==> config.mk <==
export PLATFORM = sky130hd
export DESIGN_NAME = jtag_frame_loader_flat
export DESIGN_NICKNAME = d
export VERILOG_FILES = /design/src/rtl/jtag_frame_loader_if.sv /design/src/rtl/jtag_frame_loader.sv /design/src/flat_wrapper.sv
export SDC_FILE = /design/constraint.sdc
export NUM_CORES = 1
export LEC_CHECK = 0
export CORE_UTILIZATION = 47
export CTS_CLUSTER_SIZE = 14
export DETAILED_ROUTE_END_ITERATION = 10
export GPL_ROUTABILITY_DRIVEN = 1
export GPL_TIMING_DRIVEN = 0
export PLACE_DENSITY = 0.87
export SYNTH_ARGS = -nofsm -noshare
export SYNTH_HDL_FRONTEND = slang
export SYNTH_SLANG_ARGS = --single-unit
==> constraint.sdc <==
create_clock -name clk -period 5 [get_ports clk]
set_clock_uncertainty 0.2 [all_clocks]
set_input_delay 0.75 -clock clk [delete_from_list [all_inputs] [get_ports clk]]
set_output_delay 0.75 -clock clk [all_outputs]
set_load 0.1 [all_outputs]
==> src/rtl/jtag_frame_loader_if.sv <==
// Configuration stream in, fabric frame writes out.
// slave: loader side; master: TAP/fabric side.
interface jtag_frame_loader_if #(
    parameter int FRAME_BITS = 32,
    parameter int MAX_FRAMES = 20
);
    logic                  config_strobe;
    logic [31:0]           config_data;
    logic [FRAME_BITS-1:0] frame_data;
    logic [MAX_FRAMES-1:0] frame_strobe;
    logic                  busy;
    logic                  config_done;
    logic                  error;

    modport master (
        output config_strobe, config_data,
        input  frame_data, frame_strobe,
        input  busy, config_done, error
    );

    modport slave (
        input  config_strobe, config_data,
        output frame_data, frame_strobe,
        output busy, config_done, error
    );
endinterface

==> src/rtl/jtag_frame_loader.sv <==
// Turns the TAP config word stream into one-hot fabric frame writes.
// Ports: clk, reset (sync, active-high), bus (slave modport).
module jtag_frame_loader #(
    parameter int          FRAME_WORDS   = 1,
    parameter int          MAX_FRAMES    = 20,
    parameter int          FRAME_INDEX_W = 5,
    parameter logic [31:0] SYNC_WORD     = 32'hFAB0_FAB1,
    parameter int          FRAME_BITS    = 32 * FRAME_WORDS
) (
    input logic clk,
    input logic reset,
    jtag_frame_loader_if.slave bus
);
    localparam logic [1:0] IDLE   = 2'd0;
    localparam logic [1:0] HEADER = 2'd1;
    localparam logic [1:0] DATA   = 2'd2;
    localparam int CNT_W = (FRAME_WORDS > 1) ? $clog2(FRAME_WORDS) : 1;

    logic r_s1, r_s2, r_s3;
    logic [1:0] r_state;
    logic [FRAME_INDEX_W-1:0] r_idx;
    logic [CNT_W-1:0] r_cnt;
    logic [FRAME_BITS-1:0] r_frame_data;
    logic [MAX_FRAMES-1:0] r_frame_strobe;
    logic r_busy, r_done, r_error;

    logic w_word_valid;
    logic [31:0] w_word;
    logic [1:0] w_op;
    logic [FRAME_INDEX_W-1:0] w_hdr_idx;
    logic w_idx_ok;
    logic w_is_sync;
    logic w_last;
    logic [1:0] w_next_state;
    logic [FRAME_BITS-1:0] w_assembled;

    // Rising edge of the synchronised strobe; a held level gives one word.
    assign w_word_valid = r_s2 & ~r_s3;
    assign w_word = bus.config_data;
    assign w_op = w_word[31:30];
    assign w_hdr_idx = w_word[FRAME_INDEX_W-1:0];
    assign w_idx_ok = {{(32-FRAME_INDEX_W){1'b0}}, w_hdr_idx} < MAX_FRAMES;
    assign w_is_sync = (w_word == SYNC_WORD);
    assign w_last = (r_cnt == CNT_W'(FRAME_WORDS - 1));

    generate
        if (FRAME_WORDS == 1) begin : g_single
            assign w_assembled = w_word;
        end else begin : g_multi
            // Holds the earlier words of the frame; oldest ends up in the MSBs.
            logic [FRAME_BITS-33:0] r_shift;
            assign w_assembled = {r_shift, w_word};
            always_ff @(posedge clk) begin
                if (reset) begin
                    r_shift <= '0;
                end else if (w_word_valid && r_state == DATA) begin
                    r_shift <= w_assembled[FRAME_BITS-33:0];
                end
            end
        end
    endgenerate

    always_comb begin
        w_next_state = r_state;
        if (w_word_valid) begin
            unique case (r_state)
                IDLE:    if (w_is_sync) w_next_state = HEADER;
                HEADER:  w_next_state = (w_op == 2'b00 && w_idx_ok) ? DATA : IDLE;
                DATA:    if (w_last) w_next_state = HEADER;
                default: w_next_state = IDLE;
            endcase
        end
    end

    always_ff @(posedge clk) begin
        if (reset) begin
            r_s1 <= 1'b0;
            r_s2 <= 1'b0;
            r_s3 <= 1'b0;
            r_state <= IDLE;
            r_idx <= '0;
            r_cnt <= '0;
            r_frame_data <= '0;
            r_frame_strobe <= '0;
            r_busy <= 1'b0;
            r_done <= 1'b0;
            r_error <= 1'b0;
        end else begin
            r_s1 <= bus.config_strobe;
            r_s2 <= r_s1;
            r_s3 <= r_s2;
            r_state <= w_next_state;
            r_busy <= (w_next_state != IDLE);
            r_frame_strobe <= '0;
            r_done <= 1'b0;
            if (w_word_valid) begin
                unique case (r_state)
                    IDLE: begin
                        if (w_is_sync) r_error <= 1'b0;
                    end
                    HEADER: begin
                        unique case (w_op)
                            2'b00: begin
                                if (w_idx_ok) begin
                                    r_idx <= w_hdr_idx;
                                    r_cnt <= '0;
                                end else begin
                                    r_error <= 1'b1;
                                end
                            end
                            2'b01:   r_done <= 1'b1;
                            default: r_error <= 1'b1;
                        endcase
                    end
                    DATA: begin
                        r_cnt <= r_cnt + CNT_W'(1);
                        if (w_last) begin
                            r_frame_data <= w_assembled;
                            r_frame_strobe <= MAX_FRAMES'(1) << r_idx;
                        end
                    end
                    default: ;
                endcase
            end
        end
    end

    assign bus.frame_data = r_frame_data;
    assign bus.frame_strobe = r_frame_strobe;
    assign bus.busy = r_busy;
    assign bus.config_done = r_done;
    assign bus.error = r_error;
endmodule

==> src/flat_wrapper.sv <==
// flat-port wrapper written by rule: the top's interface ports become plain ports
module jtag_frame_loader_flat 
#(
    parameter int          FRAME_WORDS   = 1,
    parameter int          MAX_FRAMES    = 20,
    parameter int          FRAME_INDEX_W = 5,
    parameter logic [31:0] SYNC_WORD     = 32'hFAB0_FAB1,
    parameter int          FRAME_BITS    = 32 * FRAME_WORDS
)
  (clk, reset, bus_config_strobe, bus_config_data, bus_frame_data, bus_frame_strobe, bus_busy, bus_config_done, bus_error);
  jtag_frame_loader_if #(.FRAME_BITS(FRAME_BITS), .MAX_FRAMES(MAX_FRAMES)) bus_i ();
  input logic clk;
  input logic reset;
  input wire logic [$bits(bus_i.config_strobe)-1:0] bus_config_strobe;
  input wire logic [$bits(bus_i.config_data)-1:0] bus_config_data;
  output wire logic [$bits(bus_i.frame_data)-1:0] bus_frame_data;
  output wire logic [$bits(bus_i.frame_strobe)-1:0] bus_frame_strobe;
  output wire logic [$bits(bus_i.busy)-1:0] bus_busy;
  output wire logic [$bits(bus_i.config_done)-1:0] bus_config_done;
  output wire logic [$bits(bus_i.error)-1:0] bus_error;
  assign bus_i.config_strobe = bus_config_strobe;
  assign bus_i.config_data = bus_config_data;
  assign bus_frame_data = bus_i.frame_data;
  assign bus_frame_strobe = bus_i.frame_strobe;
  assign bus_busy = bus_i.busy;
  assign bus_config_done = bus_i.config_done;
  assign bus_error = bus_i.error;
  jtag_frame_loader #(.FRAME_WORDS(FRAME_WORDS), .MAX_FRAMES(MAX_FRAMES), .FRAME_INDEX_W(FRAME_INDEX_W), .SYNC_WORD(SYNC_WORD), .FRAME_BITS(FRAME_BITS)) u_core (.clk(clk), .reset(reset), .bus(bus_i));
endmodule
* After elaboration in Yosys (flattened, before gate mapping)
Index checks and enable logic that the tools add are counted.
Word-level totals: register bits after elaboration 66, latch bits 0, RAM bits 0, ROM bits 0, bits of input ports 35, output and inout port bits 55, word-level logic and storage cells 54, memories 0
Cells by class: $add $sub $neg 1, multipliers 0, divide/modulo/power cells 0, order comparisons 1, equal/unequal tests 9, shift-type cells 1, muxes and demuxes 13, bitwise operators 6, reductions and logical operators 12
Operators by type and width (number):
- 32-bit == test (second input constant) | 1
- 1-bit by 5-bit left shift with 20-bit output (first input constant) | 1
- 2-bit two-way mux | 4
- 4-bit AND reduction | 2
- 2-bit by 1-bit != test with 1-bit output (second input constant) | 3
- 1-bit one-hot mux with 2 select lines | 3
- 2-bit one-hot mux with 3 select lines | 1
- 2-bit nonzero test | 3
- 5-bit < comparator (second input constant) | 1
- 1-bit two-way mux | 5
- 1-bit NOT | 5
- 5-bit AND reduction | 1
- 2-bit by 1-bit == test with 1-bit output (second input constant) | 2
- 2-bit logical NOT | 2
- 4-bit OR reduction | 1
- 3-bit != test (second input constant) | 1
- 3-bit AND reduction | 1
- 3-bit OR reduction | 1
- 2-bit == test (second input constant) | 1
- 2-bit != test (second input constant) | 1
- 1-bit adder (second input constant) | 1
- 1-bit AND | 1
- 1-bit logical AND | 1

* Logic depth before layout (Yosys ltp)
word-level depth 6, gate-level depth with buffers 8, depth with buffers taken out 7

* Least setup slack after synthesis
OpenSTA, ideal clock, no wires.
path kind input to register, start input port bus_config_data[2], end register u_core.r_error, in the netlist u_core.bus.error, setup time 0.086 ns, arrival time 1.971 ns, required time 4.714 ns, slack 2.743 ns, stages 5, path buffers 0, cell sequence or4_4 > nor4_2 > nand4_1 > mux2i_1 > a211oi_1
On the way: word-level cells in the longest chain between the ends 3, elaborated cells between the ends (all ways) 5, classes of those cells order compare (1); eq/ne (3); reduce/logical (1)
RTL lines:
- start, declared | RTL line flat_wrapper.sv:15 | input wire logic [$bits(bus_i.config_data)-1:0] bus_config_data;
- 5-bit < comparator / 32-bit == test (equally long branches) | RTL line jtag_frame_loader.sv:42, jtag_frame_loader.sv:43
- 3-bit != test (no source line) / 2-bit by 1-bit != test with 1-bit output (equally long branches)
- 5-bit AND reduction (no source line) *
- end signal, assigned | RTL line jtag_frame_loader.sv:87 | r_error <= 1'b0;
- end signal, assigned | RTL line jtag_frame_loader.sv:99 | if (w_is_sync) r_error <= 1'b0;
- end signal, assigned | RTL line jtag_frame_loader.sv:108 | r_error <= 1'b1;
- end, declared | RTL line jtag_frame_loader.sv:25 | logic r_busy, r_done, r_error;
Every way passes the cells marked *; elsewhere a longest branch is shown, timed or not. A chain may end at the register's enable or synchronous reset.

* Worst setup path in the final report
start register u_core.r_error, in the netlist u_core.bus.error, end output port bus_error
RTL lines:
- end, declared | RTL line flat_wrapper.sv:20 | output wire logic [$bits(bus_i.error)-1:0] bus_error;
No word-level cell between the ends.

==> impl_metrics.yaml <==
yosys:
  synth_edf_count: 0
  ys_async_sr_fraction: 0
  yosys_warnings: 0
  synthTopCellsByArea: "dfxtp_1, nand2_1, a21oi_1"
  synth_xor_area_frac: 0
  yosys.area.top_type_share: 0.5489
  yosysMostFrequentCell: "nand2_1"
  synth_top_family_by_area: "simple AND/OR/NAND/NOR gates"
  syn_nets: 312
  syn_area_per_cell_um2: 8.818
  netlist_instances: 273
  yosys.area.top_type: "dfxtp_1"
  synth-compound-area-share: 0.1024
  synthSimpleGateAreaFrac: 0.2672
  synthAdderAreaFrac: 0.02079
  ys.flop_type: "dfxtp_1"
  synth_commonest_cells: "nand2_1, dfxtp_1, a21oi_1"
  syn_area_um2: 2407
  yosys-mux-area-fraction: 0.02911
  yosysSeqAreaShare: 0.5489
  synthDistinctLibCells: 41
  ys_ff_latch: 66
setup_path:
  cpMaxStageDelayCell: "clkdlybuf4s50_1"
  rr_startpoint: "u_core.r_state[0]$_SDFF_PP0_"
  cp_top_family: "buffers and inverters"
  crit_fanout: 3
  r2r-end: "u_core.bus.busy$_SDFF_PP0_"
  ff2ff_setup_slack_ns: 2.75
  path_buf_inv: 1
  worstPathRequired_ns: 4.05
  crit_path_max_incr_delay_ns: 1.15
  cp_cell_sequence: "clkdlybuf4s50_1"
  arrival_ns: 1.87
  rr_worst_depth: 6
  cp-start-kind: "flop"
  critPathCaptureType: "primary output"
  path_class: "reg -> out"
detailed_routing:
  ant_nets: 0
  vias: 2260
  vias_per_cell: 5.079
  wl_per_cell_um: 13.43
  firstDrtPassIters: 4
  drt_iter0_drc: 84
  drt-total-wl_mm: 5.976
  drc: 0
place:
  dp_cells: 429
  gp_congestion: 0.8217
  port_buffers: 89
  post-dp-hpwl_mm: 4.323
clock_tree:
  cts-root-buf: "clkbuf_8"
  ctsHoldBuffers: 0
  clockBufferDepth: 2
  cts_sinks: 66
  h-tree-depth: 3
  numCtsBuffers: 9
  cts.repair.resized: 0
  cts_setup_buffers: 0
  clk_pin_slew_ns: 0.08
  clkLatencyLatePin_ns: 0.35
  cts_tree: "yes"
global_route:
  grt_pass1_wl_mm: 9.694
  grt_start_max_net_pins: 14
  grt_overflow: 0
  antenna_found_initial: 0
  grt_usage: 0.2448
  grt_pass1_vias: 2109
layout:
  drive_gt1_frac: 0.06878
  final_util: 0.7488
  fin_nets: 412
  diodes: 0
  final-instance-count-excl-fill: 445
  syn_to_final_growth_pct: 49.84
floorplanning:
  pin_count: 90
  dieWidth_um: 73.57
  dieArea_um2: 5412
  die_h_um: 73.57
  start_util: 0.4997
  core_um2: 4817
  std_cell_rows: 25
worst_hold_path:
  min_to: "u_core.bus.config_done$_SDFF_PP0_"
  holdPathStages: 1
  worstHoldStart: "u_core.r_s3$_SDFF_PP0_"
  hold_path.class: "reg -> reg"
sta:
  final_hold_viol_count: 0
  worstMarginPinSlew_ns: 1.007
  setup_tns_ns: 0
  fin_crit_ns: 2.822
  clock.fmax_ghz: 0.3544
  final_max_slew_viol_count: 0
  setup_violations: 0
  rsz0062_at_grt: "no"
  post-route-period-util: 0.5643
  relSlewSlack: 0.3267
flow_run:
  maxCapViolCount: 0
power:
  power.leakage_nw: 1.264
  power_density_nw_per_um2: 298.2
  peakVddDrop_uv: 284.5
status:
  status: "finished clean"
==> power breakdown <==
| part | internal [mW] | switching, mW | total [mW] |
|---|---|---|---|
| registers | 0.526 | 0.000345 | 0.526 |
| clock network | 0.284 | 0.217 | 0.501 |
| logic | 0.0291 | 0.0193 | 0.0483 |
| total | 0.839 | 0.237 | 1.08 |
==> cell type report <==
class / instances / area [um2]
inverter: 3 / 11.26
clock inverter: 7 / 101.3
sequential: 66 / 1321
buffer: 16 / 65.06
multi-input combinational: 188 / 1010
clock buffer: 9 / 123.9
fill: 357 / 1210
tap: 67 / 83.83
timing repair buffer: 89 / 890.9
==> placed cells by master (no fill, tap or decap), types with 2 or more instances in the layout <==
master	count
ha_1	4
nor2_1	25
nand2b_1	5
mux2i_1	7
clkinvlp_4	2
nor4bb_1	2
bufinv_16	2
dfxtp_1	66
nand2_1	69
clkbuf_1	14
nor2_2	2
nand4b_1	2
or3_1	2
nor2b_1	4
a21oi_1	34
nor3_1	6
clkdlybuf4s50_1	89
clkbuf_8	9
inv_1	3
clkinv_4	2
nand4_1	3
==> stage by stage <==
step | cell area [um2] | power (mW) | hold WS [ns] | setup slack, ns
floorplan | 2407 | 0.5505 | 0.2138 | 2.743
global placement | 3382 | 0.5860 | 0.2217 | 1.956
detailed placement | 3382 | 0.5863 | 0.2351 | 1.973
CTS | 3607 | 1.084 | 0.2482 | 2.165
global route | 3607 | 1.107 | 0.2722 | 2.138
finish | 3607 | 1.076 | 0.2455 | 2.178
==> metal layers <==
metal	global-route usage	routed length [um]
met1	0.2757	2483
met2	0.4027	2839
met3	0.09053	521
met4	0.1303	132
met5	0	0
==> worst max path at each step <==
stage,startpoint,endpoint,depth (start not counted)
floorplan,bus_config_data[2],u_core.bus.error$_SDFFE_PP0P_,5
global placement,bus_config_data[2],u_core.bus.error$_SDFFE_PP0P_,6
detailed placement,bus_config_data[2],u_core.bus.error$_SDFFE_PP0P_,6
CTS,u_core.bus.frame_data[3]$_SDFFE_PP0P_,bus_frame_data[3],1
global route,u_core.bus.frame_data[3]$_SDFFE_PP0P_,bus_frame_data[3],1
finish,u_core.bus.error$_SDFFE_PP0P_,bus_error,1
==> state kept, by name (all words and copies together) (netlist names) <==
name / count
u_core.r_idx: 5
u_core.bus.busy: 1
u_core.r_state: 2
u_core.r_s3: 1
u_core.r_cnt: 1
u_core.bus.config_done: 1
u_core.r_s1: 1
u_core.bus.frame_strobe: 20
u_core.r_s2: 1
u_core.bus.error: 1
u_core.bus.frame_data: 32
==> kinds of logic (layout without fill, tap and decap cells) <==
kind of cell             after synthesis  count (layout)
adder cells (fa/ha/maj)                4               4
buffers and inverters                 19             124
AO/OA/AOI/OAI                         43              43
multiplexers                           7               7
flip-flops                            66              66
AND/OR/NAND/NOR                      134             134
==> worst register-to-register path: cells and delay by family, from the launching register on <==
| kind | cells | cell delay, ns |
|---|---|---|
| adder cells (fa/ha/maj) | 1 | 0.26 |
| AO/OA/AOI/OAI | 2 | 0.53 |
| AND/OR/NAND/NOR | 3 | 0.78 |
| flip-flops | 1 | 0.42 |
Note: power is estimated with default switching activity, not from simulation.
